`src/rtl/pi_so_frame_tx.sv`:
```
// pi_so_frame_tx -- parallel-in serial-out frame transmitter.
//
// Takes a byte through a load/ready handshake and sends it as one start bit
// (0), eight data bits MSB-first and one stop bit (1). Each bit is held for
// BIT_CYCLES clocks. SRControl strobes during the last clock of every bit
// period, so a downstream serial-in register samples each bit exactly once.
//
// Optional feature: define PI_SO_PARITY_EN to insert an even-parity bit
// between the last data bit and the stop bit (11-bit frame).
//
// Parameters:
//   BIT_CYCLES  clocks per serial bit, 1..256
// Ports:
//   clk        system clock, rising edge
//   rst        synchronous reset, active-high
//   PI[7:0]    byte to send, sampled only when a load is accepted
//   load       request to send PI (honoured only while idle)
//   ready      high while a load will be accepted
//   SO         serial data out, idles high
//   SRControl  receiver shift strobe, last clock of each bit period
//   tx_done    one-clock pulse in the first idle cycle after a frame
//
// All outputs come straight from flops; their next values are decoded from
// the next-state signals so they line up with the state they describe.

module pi_so_frame_tx #(
    parameter int unsigned BIT_CYCLES = 1
) (
    input  logic       clk,
    input  logic       rst,
    input  logic [7:0] PI,
    input  logic       load,
    output logic       ready,
    output logic       SO,
    output logic       SRControl,
    output logic       tx_done
);

    localparam int unsigned CW = (BIT_CYCLES > 1) ? $clog2(BIT_CYCLES) : 1;
    localparam logic [CW-1:0] LAST = CW'(BIT_CYCLES - 1);

`ifdef PI_SO_PARITY_EN
    typedef enum logic [2:0] {IDLE, START, DATA, PARITY, STOP} state_t;
`else
    typedef enum logic [1:0] {IDLE, START, DATA, STOP} state_t;
`endif

    state_t        state_q, state_d;
    logic [CW-1:0] cnt_q, cnt_d;
    logic [2:0]    bit_q, bit_d;
    logic [7:0]    sr_q, sr_d;
    logic          so_d, ready_d, src_d, done_d;
    logic          bit_end;
`ifdef PI_SO_PARITY_EN
    logic          par_q, par_d;
`endif

    assign bit_end = (cnt_q == LAST);

    // Next-state logic
    always_comb begin
        state_d = state_q;
        cnt_d   = cnt_q;
        bit_d   = bit_q;
        sr_d    = sr_q;
        done_d  = 1'b0;
`ifdef PI_SO_PARITY_EN
        par_d   = par_q;
`endif
        if (state_q == IDLE) begin
            if (load) begin
                state_d = START;
                sr_d    = PI;
                cnt_d   = '0;
                bit_d   = '0;
`ifdef PI_SO_PARITY_EN
                // Parity taken at capture; the shift register is consumed later.
                par_d   = ^PI;
`endif
            end
        end else begin
            cnt_d = bit_end ? '0 : cnt_q + CW'(1);
            if (bit_end) begin
                case (state_q)
                    START: state_d = DATA;
                    DATA: begin
                        sr_d = {sr_q[6:0], 1'b0};
                        if (bit_q == 3'd7) begin
                            bit_d = '0;
`ifdef PI_SO_PARITY_EN
                            state_d = PARITY;
`else
                            state_d = STOP;
`endif
                        end else begin
                            bit_d = bit_q + 3'd1;
                        end
                    end
`ifdef PI_SO_PARITY_EN
                    PARITY: state_d = STOP;
`endif
                    STOP: begin
                        state_d = IDLE;
                        done_d  = 1'b1;
                    end
                    default: state_d = IDLE;
                endcase
            end
        end
    end

    // Output decode from next state, registered below
    always_comb begin
        so_d    = 1'b1;
        ready_d = (state_d == IDLE);
        src_d   = (state_d != IDLE) && (cnt_d == LAST);
        case (state_d)
            START:  so_d = 1'b0;
            DATA:   so_d = sr_d[7];
`ifdef PI_SO_PARITY_EN
            PARITY: so_d = par_d;
`endif
            default: so_d = 1'b1;
        endcase
    end

    always_ff @(posedge clk) begin
        if (rst) begin
            state_q   <= IDLE;
            cnt_q     <= '0;
            bit_q     <= '0;
            sr_q      <= '0;
            SO        <= 1'b1;
            ready     <= 1'b1;
            SRControl <= 1'b0;
            tx_done   <= 1'b0;
`ifdef PI_SO_PARITY_EN
            par_q     <= 1'b0;
`endif
        end else begin
            state_q   <= state_d;
            cnt_q     <= cnt_d;
            bit_q     <= bit_d;
            sr_q      <= sr_d;
            SO        <= so_d;
            ready     <= ready_d;
            SRControl <= src_d;
            tx_done   <= done_d;
`ifdef PI_SO_PARITY_EN
            par_q     <= par_d;
`endif
        end
    end

endmodule

```
`config.mk`:
```
export PLATFORM = sky130hd
export DESIGN_NAME = pi_so_frame_tx
export DESIGN_NICKNAME = d
export VERILOG_FILES = /design/src/rtl/pi_so_frame_tx.sv
export SDC_FILE = /design/constraint.sdc
export NUM_CORES = 1
export LEC_CHECK = 0
export BUFFER_PORTS_ARGS = -buffer_cell sky130_fd_sc_hd__buf_2
export CORE_MARGIN = 2
export CORE_UTILIZATION = 35
export CTS_CLUSTER_SIZE = 16
export DETAILED_ROUTE_END_ITERATION = 8
export PLACE_DENSITY = 0.64
export SLEW_MARGIN = 40
export SYNTH_ARGS = -nofsm -noshare
export SYNTH_HDL_FRONTEND = slang
export SYNTH_SLANG_ARGS = --single-unit
```
`constraint.sdc`:
```
create_clock -name clk -period 1.57 [get_ports clk]
set_input_delay 0.157 -clock clk [delete_from_list [all_inputs] [get_ports clk]]
set_output_delay 0.157 -clock clk [all_outputs]
set_load 0.005 [all_outputs]
```
# After elaboration in Yosys (flattened, before gate mapping)
# Cells that the tools add are included.
dict set report op_classes {
  bitwise 1
  n_eq_ne 8
  muxes 19
  magnitude_cmp 0
  multipliers 0
  reduce_logical 7
  n_div 0
  n_addsub 2
  shift 0
}
# operator n
set op_table {}
lappend op_table {{2-to-1 mux 8 bit} 4}
lappend op_table {{2-to-1 mux 3 bit} 5}
lappend op_table {{2-to-1 mux 2 bit} 4}
lappend op_table {{== test 2 bit, second input constant} 3}
lappend op_table {{== test 2 x 1 -> 1 bit, second input constant} 2}
lappend op_table {{logical NOT 2 bit} 2}
lappend op_table {{2-to-1 mux 1 bit} 4}
lappend op_table {{one-hot mux 2 bit (2 select lines)} 1}
lappend op_table {{nonzero test 2 bit} 2}
lappend op_table {{adder 3 x 1 -> 3 bit, second input constant} 1}
lappend op_table {{== test 3 bit, second input constant} 1}
lappend op_table {{AND reduction 3 bit} 1}
lappend op_table {{OR reduction 3 bit} 1}
lappend op_table {{!= test 2 x 1 -> 1 bit, second input constant} 1}
lappend op_table {{!= test 2 bit, second input constant} 1}
lappend op_table {{one-hot mux 1 bit (2 select lines)} 1}
lappend op_table {{adder 1 bit, second input constant} 1}
lappend op_table {{logical AND 1 bit} 1}
lappend op_table {{NOT 1 bit} 1}
dict set report word_totals {
  word_cells 46
  ram_bits 0
  memories 0
  register_bits 18
  out_inout_bits 4
  romBits 0
  latchBits 0
}

# Logic depth before layout (Yosys ltp)
dict set report logic_depth {
  depth_word 7
  ltp_mapped 8
  ltp_nobuf 6
}

# Worst setup path before layout
# No wires, ideal clock.
dict set report synth_timing {
  path_type {register to register}
  start {register state_q[0]}
  end {register bit_q[0]}
  stages_incl_launch_ff 8
  setup_ps 128
  n_path_buf 1
  setup_slack_ps 7
  t_arrival_ps 1436
  cell_sequence {dfxtp_1 > inv_1 > ha_1 > buf_6 > nor3b_4 > nor2_4 > a22oi_1 > nor2_1}
}
dict set report synth_between {
  elab_chain_len 3
  word_cells_on_any_way 7
  cone_classes {eq/ne: 3; mux: 1; reduce/logical: 3}
}
# element line
set synth_lines {}
lappend synth_lines {{from (decl)} 48} ;# state_t state_q, state_d;
lappend synth_lines {{from (signal assigned)} 141} ;# state_q <= state_d;
lappend synth_lines {{== test 2 bit / logical NOT 2 bit (equally long branches)} {84, 70}}
lappend synth_lines {{nonzero test 2 bit (no line), or another cell as far along} n/a}
lappend synth_lines {{AND reduction 3 bit (no line)} n/a}
lappend synth_lines {{to (signal assigned)} 143} ;# bit_q <= bit_d;
lappend synth_lines {{to (decl)} 50} ;# logic [2:0] bit_q, bit_d;
# Several ways; a longest one is shown, not always the timed one.
# A chain may end at the register's enable or synchronous reset.

# Worst setup path in the final report
dict set report layout_timing {
  start {register bit_q[0]}
  end {register SO}
}
dict set report layout_between {
  elab_chain_len 7
  word_cells_on_any_way 8
  cone_classes {eq/ne: 3; mux: 5}
}
# element line
set layout_lines {}
lappend layout_lines {{== test 3 bit *} 88} ;# if (bit_q == 3'd7) begin
lappend layout_lines {{2-to-1 mux 2 bit *} 88}
lappend layout_lines {{one-hot mux 2 bit (2 select lines) *} 84} ;# case (state_q)
lappend layout_lines {{2-to-1 mux 2 bit *} 83} ;# if (bit_end) begin
lappend layout_lines {{2-to-1 mux 2 bit *} 70} ;# if (state_q == IDLE) begin
lappend layout_lines {{== test 2 bit / == test 2 x 1 -> 1 bit (equally long branches)} 117} ;# case (state_d)
lappend layout_lines {{one-hot mux 1 bit (2 select lines) *} 117}
lappend layout_lines {{to (signal assigned)} 133} ;# SO <= 1'b1;
lappend layout_lines {{to (signal assigned)} 145} ;# SO <= so_d;
lappend layout_lines {{to (decl)} 34} ;# output logic SO,
# Mark *: on every way between the ends. The rest lies on a longest branch, timed or not.

==> results.toml <==
[global_route]
grt_pass1_wl_um = 2660
overflow = 0
grt_max_degree = 17
antenna_found_initial = 0
grt_pass1_vias = 627
grt_usage_pct = 13.3

[timing]
fin_crit_ns = 1.50
setup_ws_ns = 0.0709
max_freq_mhz = 667
min_period_over_period_pct = 95.5
finalSetupTns_ns = 0
hold_viol = 0
maxSlewViolCount = 0
setup_viol = 0
skew_ns = 0.000521
max_slew_margin_pct = 74.3
worst_pin_slew_ns = 0.386

[pwr]
p_seq_share_pct = 38.0
clock_power_share_pct = 14.2
switchingPower_mw = 0.509
p_leak_nw = 0.456
vdd_drop_max_mv = 0.676
intPower_mw = 1.05
power_density_nw_per_um2 = 1420
swShare_pct = 32.7
comb_power_share_pct = 47.8

[synth]
avgSynthCellArea_um2 = 9.22
yosysTopAreaCellShare_pct = 43.9
synth_top_area_cell = "dfxtp_1"
syn_inst = 89
synth_cell_type_count = 29
ys_warn_count = 0
seq_area_frac_synth_pct = 43.9
synth.area.top_cells = "dfxtp_1, ha_1, a22oi_1"
synth_area_um2 = 821
synth_fp_nets = 105
ys_ff_latch = 18

[worst_setup_path]
crit_chain = "ha_2 > ha_2 > nor2b_4 > o311ai_4 > nor2b_1 > a31oi_1"
cp-start-kind = "flop"
path_common_cell = "ha_2"
end_kind = "flop"
slowest_stage = "dfxtp_2"
crit_family = "compound AO/OA/AOI/OAI gates"
required_ns = 1.74
path_buf_inv = 0
crit_type = "reg2reg"
cp_max_fo = 4
arrival_ns = 1.67
slowest_delay_ns = 0.34

[drt]
ant_nets = 0
first_pass_iters = 4
drc_errors = 0
wl_per_cell_um = 12.0
via_per_inst = 4.91
drt-total-wl_um = 1700
routed-via-count = 697
drt_first_iter_violations = 4

[outcome]
outcome = "finished clean"

[flow_run]
drv_cap = 0

[final_layout]
multi_input_area_um2 = 482
fill_cells = 204
area_growth_pct = 33.2
diodes = 0
nNetsFinal = 132
seqCellArea_um2 = 364
drive_gt1_share_pct = 40.4

[clocking]
holdBufCountCts = 0
cts_buffer_depth = 2
clk_latency_ns = 0.28
cts-buffers-inserted = 3
cts_tree = "built"
cts.clk_slew.worst_paths_ns = 0.09
cts_htree_levels = 1
clock-sinks = 18
clock_tree.root_cell = "clkbuf_4"

[floorplan]
die-area_um2 = 2750
start_util_pct = 37.1
core_area_um2 = 2210
die_w_um = 52.4
io_pins = 15
rows = 17
die-height_um = 52.4

[placement]
portBuffers = 14
dp_hpwl_um = 1210
pre_cts_slack_ns = -0.104
gp_congestion = 0.789

[hold_path]
hold_path.class = "in2reg"
-- metrics by stage --
| step | utilization (%) | power (mW) | area (um^2) | hold slack (ns) | std cells |
|---|---|---|---|---|---|
| 6_report | 49.4 | 1.56 | 1090 | 0.110 | 142 |
| 5_1_grt | 49.4 | 1.67 | 1090 | 0.114 | 142 |
| 4_1_cts | 45.6 | 1.42 | 1010 | 0.104 | 139 |
| 3_5_place_dp | 43.8 | 1.16 | 970 | 0.418 | 136 |
| 3_3_place_gp | 43.8 | 1.15 | 970 | 0.413 | 136 |
| 2_1_floorplan | - | 0.966 | 821 | 0.293 | 89 |
-- state kept, by name, indices dropped and copies added (netlist names) --
| register | cells |
|---|---|
| SO | 1 |
| SRControl | 1 |
| bit_q | 3 |
| cnt_q | 1 |
| ready | 1 |
| sr_q | 8 |
| state_q | 2 |
| tx_done | 1 |
-- final cells by class --
| cell class | instances | area share [%] |
|---|---|---|
| sequential | 18 | 33.3 |
| timing repair buffer | 27 | 16.4 |
| inverter | 3 | 1.03 |
| tap | 28 | 3.20 |
| clock buffer | 3 | 2.06 |
| multi-input combinational | 63 | 44.1 |
-- metal layers --
metal	part of all wire (%)	global-route usage, %
met5	0	0
met3	4.4	4.00
met4	0.82	6.41
met1	47	17.3
met2	48	19.8
-- final timing paths --
check / from / to / slack [ns] / depth (start not counted)
worst min-delay path: PI[0] / sr_q[0] / 0.11 / 3
worst min register to register: sr_q[6] / sr_q[6] / 0.46 / 2
worst max-delay path: bit_q[0] / SO / 0.07 / 6
worst max register to register: bit_q[0] / SO / 0.07 / 6
-- logic make-up after synthesis --
logic type	count (synthesis)	share of synthesized area, %
flip-flops	18	43.9
AO/OA/AOI/OAI	23	18.0
buffers and inverters	8	5.18
AND/OR/NAND/NOR	32	21.5
adder cells (fa/ha/maj)	5	7.62
multiplexers	3	3.81
-- power groups by stage --
stage,clock (mW),sequential [mW],combinational [mW]
6_report,0.220,0.592,0.744
5_1_grt,0.249,0.605,0.814
4_1_cts,0.228,0.586,0.609
3_5_place_dp,0,0.597,0.564
3_3_place_gp,0,0.594,0.554
2_1_floorplan,0,0.602,0.363
-- worst register-to-register path, delay by kind of cell (launching register included) --
kind	cells	cell delay, ns
AOI/OAI and AO/OA	2	0.40
and+or+nand+nor	2	0.31
DFF	1	0.34
adders and majority gates	2	0.35
-- synth_stat cells, drive strengths merged --
cell     number
nor2b         3
mux2          1
a22oi         7
nor2          7
a21oi        10
o311ai        1
nand2b        1
nand2        11
and2          1
o21ai         1
and3          2
buf           3
mux2i         2
a211o         1
a31oi         1
or3b          1
nor3b         2
a2bb2oi       1
ha            5
nand3         3
inv           3
dfxtp        18
clkbuf        2
a21o          1
nand3b        1
-- cell usage in the layout, fill, tap and decap left out, types with 2 or more instances in the layout --
cell	count
inv_1	2
a22oi_2	3
nand3_1	3
buf_6	3
ha_1	2
buf_2	14
a21oi_1	10
dfxtp_2	3
mux2i_1	2
nand2_1	11
ha_2	2
dfxtp_1	15
and3_1	2
clkbuf_4	3
nor2_1	6
a22oi_1	4
buf_4	10
nor2b_1	2
-- what timing repair did --
item / in CTS / in global routing
setup buffers: 0 / 3
pin swaps: 1 / 8
setup endpoints to repair: 11 / 12
resized for setup: 3 / 16
Power figures use the tool's default switching activity.
